**src/rtl/ram_bank_pkg.sv**
```systemverilog
// Shared definitions for the two-port RAM bank: sweep FSM states and byte-lane sizing.
package ram_bank_pkg;

  typedef enum logic {
    INIT = 1'b0,
    IDLE = 1'b1
  } bank_state_e;

  localparam int unsigned BYTE_BITS = 8;

  function automatic int unsigned lane_count(input int unsigned data_bit);
    return data_bit / BYTE_BITS;
  endfunction

endpackage

```
**src/rtl/ram_bank_2p_array.sv**
```systemverilog
// Byte-enabled storage array with a registered read port; contents are never reset.
module ram_bank_2p_array
  import ram_bank_pkg::*;
#(
  parameter int unsigned ADDR_BIT   = 3,
  parameter int unsigned DATA_BIT   = 16,
  parameter int unsigned MEM_HEIGHT = 8
) (
  input  logic                  clk,
  input  logic                  rst_n,
  input  logic                  wr_en,
  input  logic [ADDR_BIT-1:0]   wr_addr,
  input  logic [DATA_BIT-1:0]   wr_data,
  input  logic [DATA_BIT/8-1:0] wr_be,
  input  logic                  rd_en,
  input  logic [ADDR_BIT-1:0]   rd_addr,
  output logic [DATA_BIT-1:0]   rd_data
);

  localparam int unsigned LANES = lane_count(DATA_BIT);

  logic [DATA_BIT-1:0] mem [MEM_HEIGHT];

  always_ff @(posedge clk) begin
    if (wr_en) begin
      for (int unsigned i = 0; i < LANES; i++) begin
        if (wr_be[i]) mem[wr_addr][i*BYTE_BITS +: BYTE_BITS] <= wr_data[i*BYTE_BITS +: BYTE_BITS];
      end
    end
  end

  // Same-edge write is not visible here: the read samples the pre-write entry.
  always_ff @(posedge clk or negedge rst_n) begin
    if (!rst_n)     rd_data <= '0;
    else if (rd_en) rd_data <= mem[rd_addr];
  end

endmodule

```
**src/rtl/ram_bank_2p.sv**
```systemverilog
// Two-port RAM bank with zeroing sweep FSM, address range checks and optional
// read-during-write bypass (define RAM_BANK_2P_BYPASS_EN to return merged new data).
module ram_bank_2p
  import ram_bank_pkg::*;
#(
  parameter int unsigned ADDR_BIT   = 3,
  parameter int unsigned DATA_BIT   = 16,
  parameter int unsigned MEM_HEIGHT = 8
) (
  input  logic                  clk,
  input  logic                  rst_n,
  input  logic                  en,
  input  logic                  clr,
  input  logic                  we,
  input  logic [ADDR_BIT-1:0]   addr_w,
  input  logic [DATA_BIT-1:0]   d_w,
  input  logic [DATA_BIT/8-1:0] be_w,
  input  logic                  re,
  input  logic [ADDR_BIT-1:0]   addr_r,
  output logic [DATA_BIT-1:0]   d_r,
  output logic                  d_r_valid,
  output logic                  init_busy
);

  localparam int unsigned          LANES  = lane_count(DATA_BIT);
  localparam logic [ADDR_BIT-1:0]  LAST   = ADDR_BIT'(MEM_HEIGHT - 1);
  localparam logic [ADDR_BIT:0]    HEIGHT = (ADDR_BIT + 1)'(MEM_HEIGHT);

  bank_state_e         state, state_nx;
  logic [ADDR_BIT-1:0] cnt, cnt_nx;
  logic                init_wr;
  logic                accept, w_in, r_in, user_wr, user_rd, arr_rd;
  logic                arr_wr;
  logic [ADDR_BIT-1:0] arr_waddr;
  logic [DATA_BIT-1:0] arr_wdata, arr_q, merged;
  logic [LANES-1:0]    arr_be;
  logic                oor_q;

  always_comb begin
    state_nx = state;
    cnt_nx   = cnt;
    init_wr  = 1'b0;
    if (en) begin
      unique case (state)
        INIT: begin
          if (clr) begin
            cnt_nx = '0;
          end else begin
            init_wr = 1'b1;
            if (cnt == LAST) begin
              state_nx = IDLE;
              cnt_nx   = '0;
            end else begin
              cnt_nx = cnt + 1'b1;
            end
          end
        end
        IDLE: begin
          if (clr) begin
            state_nx = INIT;
            cnt_nx   = '0;
          end
        end
        default: state_nx = INIT;
      endcase
    end
  end

  always_ff @(posedge clk or negedge rst_n) begin
    if (!rst_n) begin
      state     <= INIT;
      cnt       <= '0;
      init_busy <= 1'b1;
    end else begin
      state     <= state_nx;
      cnt       <= cnt_nx;
      init_busy <= (state_nx == INIT);
    end
  end

  // clr in IDLE takes priority and drops any same-cycle read or write.
  assign accept  = en && (state == IDLE) && !clr;
  assign w_in    = {1'b0, addr_w} < HEIGHT;
  assign r_in    = {1'b0, addr_r} < HEIGHT;
  assign user_wr = accept && we && w_in;
  assign user_rd = accept && re;
  assign arr_rd  = user_rd && r_in;

  assign arr_wr    = init_wr || user_wr;
  assign arr_waddr = init_wr ? cnt : addr_w;
  assign arr_wdata = init_wr ? '0  : d_w;
  assign arr_be    = init_wr ? '1  : be_w;

  ram_bank_2p_array #(
    .ADDR_BIT   (ADDR_BIT),
    .DATA_BIT   (DATA_BIT),
    .MEM_HEIGHT (MEM_HEIGHT)
  ) u_array (
    .clk     (clk),
    .rst_n   (rst_n),
    .wr_en   (arr_wr),
    .wr_addr (arr_waddr),
    .wr_data (arr_wdata),
    .wr_be   (arr_be),
    .rd_en   (arr_rd),
    .rd_addr (addr_r),
    .rd_data (arr_q)
  );

  always_ff @(posedge clk or negedge rst_n) begin
    if (!rst_n) begin
      d_r_valid <= 1'b0;
      oor_q     <= 1'b0;
    end else begin
      d_r_valid <= user_rd;
      if (user_rd) oor_q <= !r_in;
    end
  end

`ifdef RAM_BANK_2P_BYPASS_EN
  logic                byp_q;
  logic [DATA_BIT-1:0] byp_data_q;
  logic [LANES-1:0]    byp_be_q;

  // Old bytes come from the array's pre-write read; enabled bytes from the captured write.
  always_ff @(posedge clk or negedge rst_n) begin
    if (!rst_n) begin
      byp_q      <= 1'b0;
      byp_data_q <= '0;
      byp_be_q   <= '0;
    end else if (user_rd) begin
      byp_q      <= user_wr && (addr_w == addr_r);
      byp_data_q <= d_w;
      byp_be_q   <= be_w;
    end
  end

  always_comb begin
    merged = arr_q;
    for (int unsigned i = 0; i < LANES; i++) begin
      if (byp_q && byp_be_q[i]) merged[i*BYTE_BITS +: BYTE_BITS] = byp_data_q[i*BYTE_BITS +: BYTE_BITS];
    end
  end
`else
  assign merged = arr_q;
`endif

  assign d_r = oor_q ? '0 : merged;

endmodule

```
**config.mk**
```make
export PLATFORM = sky130hd
export DESIGN_NAME = ram_bank_2p
export DESIGN_NICKNAME = d
export VERILOG_FILES = /design/src/rtl/ram_bank_pkg.sv /design/src/rtl/ram_bank_2p_array.sv /design/src/rtl/ram_bank_2p.sv
export SDC_FILE = /design/constraint.sdc
export NUM_CORES = 1
export LEC_CHECK = 0
export CAP_MARGIN = 20
export CORE_ASPECT_RATIO = 1.5
export CORE_UTILIZATION = 50
export DETAILED_ROUTE_END_ITERATION = 10
export HOLD_SLACK_MARGIN = 0.02
export PLACE_DENSITY = 0.78
export SLEW_MARGIN = 20
export SYNTH_ARGS = -nofsm -noshare
export SYNTH_HDL_FRONTEND = slang
export SYNTH_HIERARCHICAL = 1
export SYNTH_SLANG_ARGS = --single-unit
export TNS_END_PERCENT = 100
```
**constraint.sdc**
```tcl
create_clock -name clk -period 2.7 [get_ports clk]
set_clock_uncertainty 0.2 [all_clocks]
set_input_delay 0.675 -clock clk [delete_from_list [all_inputs] [get_ports clk]]
set_output_delay 0.675 -clock clk [all_outputs]
set_load 0.1 [all_outputs]
```
==> reports/results.txt, run 1 <==
Detailed-placement wirelength estimate: 8640 um
Maximum VDD drop: 536 uV
Initial core utilization: 0.514
Crit-path leading delay family: simple AND/OR/NAND/NOR gates
#FFs+latches synth: 150
Number of diodes: 0
Mean post-synth cell area: 16.0 sq um
Layout net count: 506
Fraction of layout cells with a size suffix above 1: 0.216
Fmax: 0.393 GHz
Num Clock Sinks: 150
Drt wl/cell: 20.9 um
Most frequent cells in the layout: edfxtp_1, buf_4, nor2b_1
Worst r2r dst: u_array/mem[4][3]
Die width: 92.5 um
Register area share after synthesis: 0.715
Clock Path Buffers: 2
Yosys warns: 6
Reg2Reg Depth: 6
Syn nets: 417
Status: complete, no violations
DRC: 0
Most common cell after layout, fill and taps aside: edfxtp_1
CP Cell Sequence: clkdlybuf4s50_1 > nand2b_4 > nor2_4 > mux2_2 > nor2b_1 > nand2_1 > nor2_1 > buf_4
CTS tree: done
Setup tns final: 0 ps
Worst setup margin: 157 ps
Crit Path Max Fanout: 8
Max-slew violation count: 0
CTS Hold Bufs: 0
Via count: 3631
Worst slew pin tran: 520 ps
Startpoint Class: primary input
Worst Hold Class: register to register
DIE HEIGHT: 138 um
CTS buffer count: 17
Max cap viols: 0
Number of vias per cell: 5.67
DR pass1 iterations: 5
CTS root buf: clkbuf_16
Clock slew at reported path FFs: 60 ps
Remaining Overflow, GRT: 0
Final period util: 0.942
Crit path max-delay cell type: clkdlybuf4s50_1
Element type at the critical path end: register
Worst endpoint required time: 2630 ps
Postcts setup bufs: 0
Synth cell types: 29
Worst slew margin: 0.653
Tmin final: 2540 ps
Vias in the first global route: 3874
Die ar.: 12700 sq um
Port Buffers: 47
P_leak: 2.99 nW
Flop2flop setup slack: 510 ps
CP Class: primary input to register
GRT Total Usage: 0.230
IO Count: 48
Worst Setup SP: clr
Netlist Area Pre-Place: 6140 sq um
Worst Setup EP: u_array/mem[4][3]
Largest net degree at the start of global routing: 41
Cell area power density: 712 nW/um^2
Routability cong.: 0.787
Drt first-iter violations: 381
Worst Path Buf+Inv: 2
RSZ-0062 raised after global routing: no
Synth-to-layout area growth: 23.4%
Worst EP arrival: 2470 ps
Post-route ant nets: 0
Setup WS pre-CTS: -272 ps
Critical path depth: 8
Post-Route WL: 13400 um
Util after Layout: 0.634
FP Rows: 49
Final Hold Fails: 0
First-pass GRT wire length: 20700 um
Core area: 12000 sq um
Worst path max stage delay: 450 ps
Initial antenna violation count: 0
Clk_lat worst skew: 420 ps
H-tree depth: 4
Cts repair resizes: 0
Final setup vio count: 0
Cell count after synthesis: 385
## Yosys cell counts
cell / instances / area, sq um
a211o_1: 16 / 140
a21oi_1: 3 / 15.0
a22o_1: 2 / 17.5
a22oi_1: 16 / 120
a41o_1: 16 / 160
buf_1: 1 / 3.75
buf_2: 4 / 20.0
buf_4: 7 / 52.6
buf_6: 5 / 56.3
clkbuf_1: 6 / 22.5
dfrtp_1: 21 / 526
dfstp_2: 1 / 26.3
edfxtp_1: 128 / 3840
ha_1: 2 / 25.0
inv_1: 4 / 15.0
mux2_2: 3 / 33.8
mux2i_1: 48 / 480
nand2_1: 4 / 15.0
nand2b_1: 3 / 18.8
nand2b_4: 2 / 27.5
nand3_1: 18 / 90.1
nand3b_1: 1 / 7.51
nor2_1: 15 / 56.3
nor2_4: 1 / 11.3
nor2b_1: 50 / 313
nor3_1: 4 / 20.0
o21ai_0: 1 / 5.00
o311ai_0: 1 / 8.76
or2_2: 2 / 12.5
## through the flow
stage          cell area (sq um)  power [mW]  hold WS (ps)  cells
2_1_floorplan               6140        2.89           179    385
3_3_place_gp                6980        3.04           311    608
3_5_place_dp                6980        3.06           328    608
4_1_cts                     7580        5.42           342    640
5_1_grt                     7580        5.55           354    640
6_report                    7580        5.40           342    640
## registers in the layout, indices dropped and copies added (netlist names), named ones only
name and count:
u_array/mem 128, cnt 3, u_array/rd_data 16, init_busy 1, d_r_valid 1
## worst min path at each step
stage                     cells past startpoint                    endpoint  slack (ps)   start
after global placement                        1                      cnt[1]         310  cnt[1]
final                                         1                      cnt[1]         340  cnt[1]
after detailed placement                      1                      cnt[1]         330  cnt[1]
after global routing                          1                      cnt[1]         350  cnt[1]
after CTS                                     1                      cnt[1]         340  cnt[1]
after floorplan                               0  asynchronous set/reset pin         180   rst_n
## metal layers
metal  GRT usage  share of wire
met1       0.266           0.39
met4       0.106          0.027
met3      0.0668          0.059
met2       0.393           0.53
met5           0              0
## area by class of cell
type | instances | area [sq um]
clock buffers | 17 | 425
clock inverters | 15 | 178
fillers | 840 | 4380
inverters | 4 | 15.0
multi-input cells | 208 | 1580
flip-flops and latches | 150 | 4400
well taps | 153 | 191
repair buffers | 93 | 793
## cell families after synthesis
kind of cell / count (synthesis) / share of synthesized area
AO/OA/AOI/OAI: 55 / 0.0760
flip-flops: 150 / 0.715
adder cells (fa/ha/maj): 2 / 0.00407
multiplexers: 51 / 0.0837
buffers and inverters: 27 / 0.0277
AND/OR/NAND/NOR: 100 / 0.0931
## where the power goes
| part | internal [mW] | switching [mW] | total, mW |
|---|---|---|---|
| Clock | 1.45 | 0.932 | 2.39 |
| Combinational | 0.164 | 0.266 | 0.430 |
| Sequential | 2.56 | 0.0176 | 2.58 |
| Total | 4.18 | 1.22 | 5.40 |
No activity file was read; power rests on OpenSTA's default activity.
==> run 2, diff against run 1 <==
--- a/config.mk
+++ b/config.mk
@@ -5,12 +5,14 @@
 export SDC_FILE = /design/constraint.sdc
 export NUM_CORES = 1
 export LEC_CHECK = 0
+export ABC_AREA = 1
 export CAP_MARGIN = 20
 export CORE_ASPECT_RATIO = 1.5
 export CORE_UTILIZATION = 50
 export DETAILED_ROUTE_END_ITERATION = 10
+export GPL_TIMING_DRIVEN = 0
 export HOLD_SLACK_MARGIN = 0.02
-export PLACE_DENSITY = 0.78
+export PLACE_DENSITY = 0.73
 export SLEW_MARGIN = 20
 export SYNTH_ARGS = -nofsm -noshare
 export SYNTH_HDL_FRONTEND = slang
==> run 2 against run 1 <==
Compared with the run above:
- the flow now finishes with violations (setup timing)
- worst setup slack got worse by 250 ps
- first-iteration DRC count rose by 57%
- fmax fell by 8.9%
- clock power fell by 5%
- largest power group unchanged
- largest cell class unchanged
- routed wire length rose by 15%
==> reports/results.txt, run 2 <==
Drt first-iter violations: 600
H-tree depth: 4
CTS root buf: clkbuf_16
Synth-to-layout area growth: 18.7%
First-pass GRT wire length: 23900 um
Cts repair resizes: 27
Detailed-placement wirelength estimate: 10200 um
FP Rows: 51
Netlist Area Pre-Place: 6610 sq um
Worst slew margin: 0.363
GRT Total Usage: 0.250
Cell area power density: 703 nW/um^2
Worst setup margin: -92.2 ps
Biggest register: u_array/mem
Worst endpoint required time: 2540 ps
Cell mode on critical path: nand2_1
Max-slew violation count: 0
Element type at the critical path end: register
Number of vias per cell: 5.24
Synth cell count leaders: nand2_1, edfxtp_1, inv_1
Top-count cell post-synth: nand2_1
Num Clock Sinks: 150
Placed inst area: 7260 sq um
Layout net count: 764
Post-Route WL: 15400 um
Remaining Overflow, GRT: 0
Fmax: 0.358 GHz
Most frequent cells in the layout: nand2_1, edfxtp_1, inv_1
CTS buffer count: 17
Fin area: 7850 sq um
Final period util: 1.03
Routability cong.: 0.838
Max reg flops: 128
Drt wl/cell: 17.1 um
Post-synth top flop: edfxtp_1
Worst EP arrival: 2630 ps
P_leak: 3.59 nW
Largest cells by area after synthesis: edfxtp_1, nand2_1, nand3_1, dfrtp_1, inv_1
Port Buffers: 45
Crit path max-delay cell type: nor2_1
Initial core utilization: 0.510
Syn nets: 700
Fraction of layout cells with a size suffix above 1: 0.109
Most common cell after layout, fill and taps aside: nand2_1
Largest net degree at the start of global routing: 23
IO Count: 48
Worst Hold Class: primary input to asynchronous set/reset pin
CTS tree: done
Tmin final: 2790 ps
Final setup vio count: 16
Status: finished, violations left
DR pass1 iterations: 6
Via count: 4736
Final Hold Fails: 0
Synth top area share: 0.581
Worst slew pin tran: 960 ps
CP Class: primary input to register
Startpoint Class: primary input
Initial antenna violation count: 0
#FFs+latches synth: 150
Number of diodes: 0
Cell count after synthesis: 668
Register area share after synthesis: 0.665
Pwr Total: 5.51 mW
FFs w/ async S/R, synth: 0.147
Crit Path Max Fanout: 8
RSZ-0062 raised after global routing: yes
Die width: 95.9 um
Mean post-synth cell area: 9.90 sq um
Reg2Reg Depth: 7
Clk_lat worst skew: 420 ps
Post-route ant nets: 0
Max cap viols: 0
Core area: 13000 sq um
Biggest regs: u_array/mem: 128 flops, u_array/rd_data: 16 flops, cnt: 3 flops
DRC: 0
Util after Layout: 0.606
CP Cell Sequence: clkdlybuf4s50_1 > nor2_4 > nand2_4 > nand2_1 > nand2_1 > inv_1 > nand3_1 > nor2_1
CTS Hold Bufs: 0
Failing checks: setup timing
Clock slew at reported path FFs: 60 ps
Yosys warns: 6
DIE HEIGHT: 143 um
Die ar.: 13700 sq um
Synth cell types: 18
Clock Path Buffers: 2
EDFF count, synth: 128
Cell taking the most area after synthesis: edfxtp_1
Maximum VDD drop: 440 uV
Vias in the first global route: 4627
Postcts setup bufs: 0
Worst path max stage delay: 710 ps
-- run 2: cell families (layout without fill, tap and decap cells) --
group | count (synthesis) | after routing | synth area share
fa+ha+maj | 2 | 2 | 0.00378
buf+inv | 153 | 230 | 0.101
flops | 150 | 150 | 0.665
simple gates | 363 | 363 | 0.231
-- run 2: routing by layer --
| layer | up-vias | global-route usage | part of all wire |
|---|---|---|---|
| li1 | 2249 | - | - |
| met1 | 2181 | 0.297 | 0.35 |
| met2 | 256 | 0.416 | 0.51 |
| met3 | 50 | 0.0431 | 0.091 |
| met4 | 0 | 0.154 | 0.041 |
| met5 | - | 0 | 0 |
-- run 2: per-stage QoR --
step / instances / TNS, ps / hold slack, ps / setup WS [ps]
2_1_floorplan: 668 / 0 / 179 / 475
3_5_place_dp: 872 / -64170 / 266 / -559
4_1_cts: 904 / -2570 / 64.6 / -75.1
6_report: 904 / -1210 / 45.2 / -92.2
5_1_grt: 904 / -9110 / 88.5 / -255
3_3_place_gp: 872 / -55850 / 262 / -486
-- run 2: worst paths after layout --
path                                         endpoint           startpoint  slack [ps]
setup / recovery                    u_array/mem[5][8]                  clr         -90
hold / removal             asynchronous set/reset pin                rst_n          50
setup reg to reg                    u_array/mem[5][8]             register         210
hold reg to reg                   u_array/rd_data[14]  u_array/rd_data[14]         270
max in group asynchronous          u_array/rd_data[6]                rst_n        1880
min in group clk                  u_array/rd_data[14]  u_array/rd_data[14]         270
-- run 2: cell type report --
class	count	area, sq um
buffer	28	193
clock buffer	19	443
clock inverter	13	130
fill	1032	5110
inverter	125	474
multi-input combinational	365	1590
sequential	150	4400
tap	159	199
timing repair buffer	45	423
-- run 2: critical path: cells and delay by family --
kind / cells / cell delay (ps)
buffers and inverters: 2 / 620
AND/OR/NAND/NOR: 6 / 1330
-- run 2: power by group --
group          switching [mW]  internal, mW  total [mW]
Sequential             0.0230          2.59        2.61
Combinational           0.483         0.154       0.637
Clock                   0.890          1.38        2.27
